File: config.mk
export PLATFORM = sky130hd
export DESIGN_NAME = argmax_classifier
export DESIGN_NICKNAME = d
export VERILOG_FILES = /design/src/rtl/nn_pkg.sv /design/src/rtl/argmax_compare.sv /design/src/rtl/argmax_classifier.sv
export SDC_FILE = /design/constraint.sdc
export NUM_CORES = 1
export LEC_CHECK = 0
export ABC_AREA = 1
export BUFFER_PORTS_ARGS = -buffer_cell sky130_fd_sc_hd__buf_2
export CORE_MARGIN = 2
export CORE_UTILIZATION = 55
export DETAILED_ROUTE_END_ITERATION = 16
export GPL_TIMING_DRIVEN = 0
export PLACE_DENSITY_LB_ADDON = 0.15
export SYNTH_ARGS = -nofsm -noshare
export SYNTH_HDL_FRONTEND = slang
export SYNTH_SLANG_ARGS = --single-unit
File: constraint.sdc
create_clock -name clk -period 8.1 [get_ports clk]
set_clock_uncertainty 0.1 [all_clocks]
set_input_delay 0.405 -clock clk [delete_from_list [all_inputs] [get_ports clk]]
set_output_delay 0.405 -clock clk [all_outputs]
set_load 0.1 [all_outputs]
File: src/rtl/nn_pkg.sv
// Shared constants and types for the digit-recognition network output stages.
package nn_pkg;
  localparam int RESOLUTION  = 8;
  localparam int NUM_CLASSES = 10;

  typedef logic signed [RESOLUTION-1:0] score_t;
  typedef enum logic [1:0] {IDLE, SCAN, DONE} argmax_state_t;
endpackage

File: src/rtl/argmax_compare.sv
// Signed strict-greater compare and select; the incumbent wins ties so the
// lowest index survives when scanning in ascending order.
module argmax_compare #(
  parameter int W  = 8,
  parameter int IW = 4
) (
  input  logic signed [W-1:0]  i_best,
  input  logic        [IW-1:0] i_best_idx,
  input  logic signed [W-1:0]  i_cand,
  input  logic        [IW-1:0] i_cand_idx,
  output logic signed [W-1:0]  o_best,
  output logic        [IW-1:0] o_best_idx
);
  logic w_gt;

  assign w_gt       = i_cand > i_best;
  assign o_best     = w_gt ? i_cand     : i_best;
  assign o_best_idx = w_gt ? i_cand_idx : i_best_idx;
endmodule

File: src/rtl/argmax_classifier.sv
// Sequential argmax over a snapshot of the output-layer scores, valid/ready result.
// Optional low-confidence flag enabled by defining ARGMAX_REJECT_EN.
module argmax_classifier #(
  parameter int NUM_CLASSES = 10,
  parameter int resolution  = 8,
  parameter logic signed [resolution-1:0] REJECT_THRESHOLD = '0,
  localparam int IDX_W = (NUM_CLASSES > 1) ? $clog2(NUM_CLASSES) : 1
) (
  input  logic                          clk,
  input  logic                          reset,
  input  logic                          start,
  input  logic [NUM_CLASSES*resolution-1:0] scores,
  output logic                          busy,
  output logic                          out_valid,
  input  logic                          out_ready,
  output logic [IDX_W-1:0]              digit,
  output logic signed [resolution-1:0]  max_score,
  output logic                          reject
);
  import nn_pkg::*;

  argmax_state_t                r_state;
  logic signed [resolution-1:0] r_snap [NUM_CLASSES];
  logic signed [resolution-1:0] w_scores [NUM_CLASSES];
  logic signed [resolution-1:0] r_best, r_max, w_first, w_cand, w_new_best;
  logic [IDX_W-1:0]             r_best_idx, r_idx, r_digit, w_new_idx;
  logic                         r_busy, r_valid;
  logic                         w_load_first, w_load_final;

  genvar gi;
  generate
    for (gi = 0; gi < NUM_CLASSES; gi++) begin : g_unpack
      assign w_scores[gi] = scores[(gi+1)*resolution-1 -: resolution];
    end
  endgenerate

  assign w_first      = w_scores[0];
  assign w_cand       = r_snap[r_idx];
  assign w_load_first = (r_state == IDLE) && start && (NUM_CLASSES == 1);
  assign w_load_final = (r_state == SCAN) && (r_idx == IDX_W'(NUM_CLASSES-1));

  argmax_compare #(.W(resolution), .IW(IDX_W)) u_cmp (
    .i_best     (r_best),
    .i_best_idx (r_best_idx),
    .i_cand     (w_cand),
    .i_cand_idx (r_idx),
    .o_best     (w_new_best),
    .o_best_idx (w_new_idx)
  );

  always_ff @(posedge clk or posedge reset) begin
    if (reset) begin
      r_state    <= IDLE;
      r_snap     <= '{default: '0};
      r_best     <= '0;
      r_best_idx <= '0;
      r_idx      <= '0;
      r_busy     <= 1'b0;
      r_valid    <= 1'b0;
      r_digit    <= '0;
      r_max      <= '0;
    end else begin
      case (r_state)
        IDLE: begin
          if (start) begin
            r_snap     <= w_scores;
            r_best     <= w_first;
            r_best_idx <= '0;
            r_idx      <= IDX_W'(1);
            r_busy     <= 1'b1;
            if (w_load_first) begin
              r_digit <= '0;
              r_max   <= w_first;
              r_valid <= 1'b1;
              r_state <= DONE;
            end else begin
              r_state <= SCAN;
            end
          end
        end
        SCAN: begin
          r_best     <= w_new_best;
          r_best_idx <= w_new_idx;
          r_idx      <= r_idx + IDX_W'(1);
          if (w_load_final) begin
            r_digit <= w_new_idx;
            r_max   <= w_new_best;
            r_valid <= 1'b1;
            r_state <= DONE;
          end
        end
        DONE: begin
          // start is deliberately ignored here, even on the handshake edge
          if (out_ready) begin
            r_valid <= 1'b0;
            r_busy  <= 1'b0;
            r_state <= IDLE;
          end
        end
        default: r_state <= IDLE;
      endcase
    end
  end

`ifdef ARGMAX_REJECT_EN
  logic r_reject;

  always_ff @(posedge clk or posedge reset) begin
    if (reset) begin
      r_reject <= 1'b0;
    end else if (w_load_first) begin
      r_reject <= w_first < REJECT_THRESHOLD;
    end else if (w_load_final) begin
      r_reject <= w_new_best < REJECT_THRESHOLD;
    end
  end

  assign reject = r_reject;
`else
  localparam logic unused_threshold = ^REJECT_THRESHOLD;
  assign reject = 1'b0;
`endif

  assign busy      = r_busy;
  assign out_valid = r_valid;
  assign digit     = r_digit;
  assign max_score = r_max;
endmodule
; ---- Yosys cells after proc, flatten, opt, wreduce, memory -nomap -nowiden
; Cells that the tools add are included.
[totals]
register_bits = 112
wordCells = 59
output_inout_bits = 15
in_bits = 84
[op_classes]
n_reduce_logical = 11
bitwise_logic = 1
n_eq_ne = 6
mux = 20
add_sub_neg = 1
order_cmp = 2
[ops]
columns = operator, count
row1 = binary-select mux 8 bit (select 4 bit), 1
row2 = two-way mux 8 bit, 4
row3 = case mux 4 bit (2 select lines), 2
row4 = case mux 8 bit (2 select lines), 1
row5 = two-way mux 4 bit, 3
row6 = AND reduction 3 bit, 3
row7 = greater-than comparator 8 bit, 1
row8 = two-way mux 2 bit, 3
row9 = != test 2 bit (second input constant), 3
row10 = case mux 2 bit (3 select lines), 1
row11 = AND reduction 2 bit, 3
row12 = nonzero test 2 bit, 3
row13 = greater-or-equal comparator 5 bit (second input constant), 1
row14 = NOT 4 -> 5 bit, 1
row15 = adder 4 x 1 -> 4 bit (second input constant), 1
row16 = equality test 4 bit (second input constant), 1
row17 = case mux 1 bit (2 select lines), 2
row18 = two-way mux 1 bit, 3
row19 = equality test 2 x 1 -> 1 bit (second input constant), 1
row20 = equality test 2 bit (second input constant), 1
row21 = logical NOT 2 bit, 1
row22 = logical AND 1 bit, 1

; ---- Logic depth before layout (Yosys ltp)
[logic_depth]
word_depth = 7
mapped_depth = 22

; ---- By module
; From an unflattened synthesis, not the netlist that was laid out.
[unflattened]
hier_cells = 721
hier_area_um2 = 5616.6
[modules_own_cells]
columns = module, area_each_um2, instances, cells_each
row1 = argmax_classifier, 5180.0, 1, 642
row2 = argmax_compare, 436.7, 1, 79

; ---- Least setup slack after synthesis
; OpenSTA, ideal clock, no wires.
[synth_path]
path_type = reg2reg
startpoint = register r_idx[0]
endpoint = register r_max[1] (netlist: max_score[1])
period_less_slack_ns = 2.482
required_ns = 7.880
path_stages_with_launch = 17
path_slack_ns = 5.618
arrival_time_ns = 2.263
cell_sequence = dfrtp_1 -> buf_4 -> buf_4 -> nand2_1 -> nand2_1 -> nand3_1 -> nand3_1 -> nand2_1 -> ha_1 -> a21o_1 -> nor2_2 -> nand3_2 -> nand3_2 -> buf_6 -> nand2_1 -> nand3_1 -> nand2_1
[synth_via]
elab_chain_len = 6
elab_cells_between_ends = 9
[synth_lines]
columns = item, line_no
row1 = from (decl), argmax_classifier.sv:26  ; logic [IDX_W-1:0] r_best_idx, r_idx, r_digit, w_new_idx;
row2 = from (signal assigned), argmax_classifier.sv:84  ; r_idx <= r_idx + IDX_W'(1);
row3 = NOT 4 -> 5 bit (not written as such), argmax_classifier.sv:38  ; assign w_cand = r_snap[r_idx];
row4 = binary-select mux 8 bit (select 4 bit), argmax_classifier.sv:38
row5 = two-way mux 8 bit (not written as such) (2 in a row), argmax_classifier.sv:38
row6 = greater-than comparator 8 bit, argmax_compare.sv:16  ; assign w_gt = i_cand > i_best;
row7 = two-way mux 8 bit, argmax_compare.sv:17  ; assign o_best = w_gt ? i_cand : i_best;
row8 = to (signal assigned), argmax_classifier.sv:73  ; r_max <= w_first;
row9 = to (signal assigned), argmax_classifier.sv:87  ; r_max <= w_new_best;
row10 = to (decl), argmax_classifier.sv:25  ; logic signed [resolution-1:0] r_best, r_max, w_first, w_cand, w_new_best;
; Several ways; a longest one is shown, not always the timed one. The select of a mux whose other input is x is not followed.
; A chain may end at the register's enable or synchronous reset.

; ---- Worst setup path in the final report
[layout_path]
startpoint = register r_idx[0]
endpoint = register r_max[0] (netlist: max_score[0])
; The elaborated chain is that of the path after synthesis.

==> summary by stage <==
Status
The run finished, with violations left. The checks that failed: negative hold slack.

Floorplanning
From bottom edge to top edge, the die measures 104.9 um. The I/O pin total is 99. The number of rows created at floorplan is 36. The initial standard-cell utilization of the core is 57.07%. The area of the die is 11010 um^2.

Measured along the x axis, the die boundary spans 104.9 um. The core region is 9819 um^2.

Timing
After layout, the worst path uses 37.66% of the clock period. The worst max-slew margin expressed relative to the limit is 58.43%. The worst hold slack after final layout is -0.002698 ns.

The transition time at the pin with the least slew margin is 0.6235 ns. The number of pins exceeding their max-slew limit in the final report is 0. The final hold violation count came to 3. Static timing analysis puts the maximum clock frequency at about 0.33 GHz. The routed design could run at a clock period as short as 3.051 ns. Setup violations remaining at the end of the flow were counted as 0. Summed over all failing endpoints, the final setup total negative slack is 0 ns. Setup repair after global routing left no endpoint under its margin.

Route
In this run the remaining antenna-violating nets after routing total 0. Detailed routing inserted a total of 5001 vias. The total wire length after detailed routing is between 10000 and 15000 um. For this run, design rule violations remaining after detail routing come to 0.

The post-detailed-route wirelength per cell is ~14 um. Dividing the detail-routed via count by the number of cells gives between 5 and 6. The detailed router finished its first iteration with about 400 violations.

The first-pass iteration count of the detailed router is 5.

Final layout
The number of antenna diodes is 0. Cells with a size suffix above 1 make up 17.02% of the layout. The layout has 916 filler cells. The total number of nets in the final design is 950.

The final instance count without filler cells is 991. The growth of design area from synthesis to finish is 15.03%.

Global routing
The overall global routing resource usage is 26.99%. The largest net degree at the start of global routing is 66. The global-route wire length before repair is 23540 um. The via count of the first global-routing pass was 4868. The number of antenna violations at the first check in global routing is 0. The total congestion overflow is 0.

Synthesis
The leading register cell type out of synthesis is dfrtp_1. The number of different library cells used by synthesis comes to 28. The number of nets handed over by synthesis was 841. The number of synthesized flops with an enable pin is 0. The sequential fraction of the synthesis area is 50.01%. Counting flops and latches in the post-synthesis netlist gives 112. The share of flip-flops with an asynchronous set or reset after synthesis is 100.0%. The cell taking the most area after synthesis is dfrtp_1.

The cell count after synthesis is 747. The synthesized netlist occupies a cell area of 5604 um^2. The top cell type's share of synthesized area is 50.01%. The average footprint of a synthesized cell is 7.502 um^2. Yosys attributes the largest share of cell area to dfrtp_1 (50%), nand2_1 (21%), inv_1 (6.0%). Yosys printed 0 warnings.

Critical path
The register-to-register path setup slack is a little over 5 ns. The slowest stage of the critical path is the dfrtp_1 cell. The endpoint required time on the critical path is 8.26 ns. The number of cell instances on the worst register-to-register path is 16. The startpoint identified for the worst register-to-register timing path is r_idx[0]. The dominant cell type by count on the critical path is nand2_1. The critical path class is reg2reg. Of all nets on the critical path, the largest fanout is 10. The critical path endpoint category is a register. The largest single stage delay on the critical path is around 0.52 ns.

Traced cell by cell, the critical path runs through buf_2 > nand2_1 > nand3_1 > nand3_1 > nand3_1 > nand2_1 > ha_1 > nand2_1 > nor2_1 > nand2_1 > nand3_2 > nand2_1 > nor2_4 > nand2_1 > nand3_1 > nand2_1. The reg-to-reg endpoint is max_score[0]. Data arrives at the worst endpoint at 3.21 ns.

The kind of start point of the critical path is a register.

CTS
The clock reaches the later pin of the worst-skew pair after 0.37 ns. The post-CTS resize count is 0. The H-tree was split into 3 levels. The longest clock path from root to sink contains 2 buffers. The total of hold buffers inserted after clock tree synthesis is 0. The clock sink count is 112. The number of buffers inserted during clock tree synthesis is 9. Buffers added to address setup during post-CTS repair amount to 0. After clock tree synthesis, the clock-pin slew on the worst setup and hold paths is 0.10 ns.

TritonCTS built the clock tree. The tree is rooted in a clkbuf_8.

Placement
The number of placed cells counting well taps is 978. After legalization and detailed placement, the total HPWL measured 10510 um. The routability congestion estimate is 0.8994. Buffers placed on the I/O ports in this run total just under 100.

Run
The max-capacitance violation count is 0.

Worst hold path
The worst hold path belongs to the class in2async.

Pwr
Across the VDD grid, the largest voltage drop is around 0.23 mV. The power per standard cell area is 479.8 nW/um^2. The leakage power summed over all cells is approximately 3.6 nW.
Yosys cell counts (5+ instances only):
cell / count
o22ai_1: 10
o21ai_0: 59
nor2_1: 21
dfrtp_1: 112
buf_2: 19
inv_1: 90
nand4_1: 5
nand3_1: 59
o211ai_1: 7
ha_1: 10
clkbuf_1: 10
nand2_1: 316
cell usage in the layout (no fill, tap or decap), types with 4 or more instances in the layout:
master	n
clkbuf_1	11
ha_1	10
inv_1	89
o211ai_1	7
buf_4	4
buf_2	116
o22ai_1	10
nor2_1	21
dfrtp_1	112
clkbuf_8	11
buf_1	4
nand4_1	5
nand3_1	59
o21ai_0	59
nand2_1	316
metal layers:
| layer | GRT usage [%] | share of wire (%) |
|---|---|---|
| met1 | 39.83 | 49 |
| met2 | 42.39 | 44 |
| met3 | 3.057 | 4.9 |
| met4 | 7.619 | 1.5 |
| met5 | 0 | 0 |
sequential cells by signal, summed over array words and instances, names as in the netlist:
register and count:
max_score 8, r_best 8, out_valid 1, digit 4, r_best_idx 4, busy 1
r_state 2, r_snap 80, r_idx 4
power breakdown:
part	internal, mW	switching, mW	leakage [nW]	total, mW
registers	0.828	0.116	1.38	0.945
clock network	0.124	0.175	0.0842	0.299
logic	0.570	1.28	2.13	1.85
cells by family after synthesis:
family,share of synthesized area [%]
xor gates and xnor gates,0.3126
and+or+nand+nor,29.78
DFF,50.01
AOI/OAI and AO/OA,7.859
other,0.06691
adders and majority gates,2.233
buffers and inverters,9.734
worst max-delay path, delay by kind of cell (launching register included):
family                   cells  cell delay [ns]
adder cells (fa/ha/maj)      1             0.40
buffers and inverters        1             0.28
flip-flops                   1             0.52
AND/OR/NAND/NOR             14             1.65
worst max-delay path by stage:
stage	endpoint	startpoint	depth (start not counted)
detailed placement	max_score[0]	r_idx[0]	16
floorplan	busy	reset	1
global route	max_score[5]	r_idx[0]	17
finish	max_score[0]	r_idx[0]	16
global placement	max_score[5]	reset	2
CTS	max_score[0]	r_idx[0]	15
per-stage QoR:
stage / utilization (%) / cell area [um^2] / total power [mW] / setup slack [ns] / hold WS (ns)
detailed placement: 64.02 / 6286 / 2.779 / 5.141 / 0.3496
CTS: 65.65 / 6446 / 3.081 / 5.079 / 0.02371
floorplan: - / 5604 / 2.337 / 4.636 / 0.3290
finish: 65.65 / 6446 / 3.093 / 5.049 / -0.002698
global route: 65.65 / 6446 / 3.382 / 4.785 / 0.04678
global placement: 63.71 / 6256 / 2.702 / 3.405 / 0.3499
area by class of cell:
cell class                 instances  area (um^2)  share of cell area, %
buffer                            39        200.2                  3.106
clock buffer                      12        155.1                  2.407
clock inverter                     1        5.005                0.07764
inverter                          92        347.8                  5.396
multi-input combinational        504         2256                  35.00
sequential                       112         2803                  43.48
tap                              133        166.4                  2.582
timing repair buffer              98        513.0                  7.958
(Power assumes the default switching activity.)
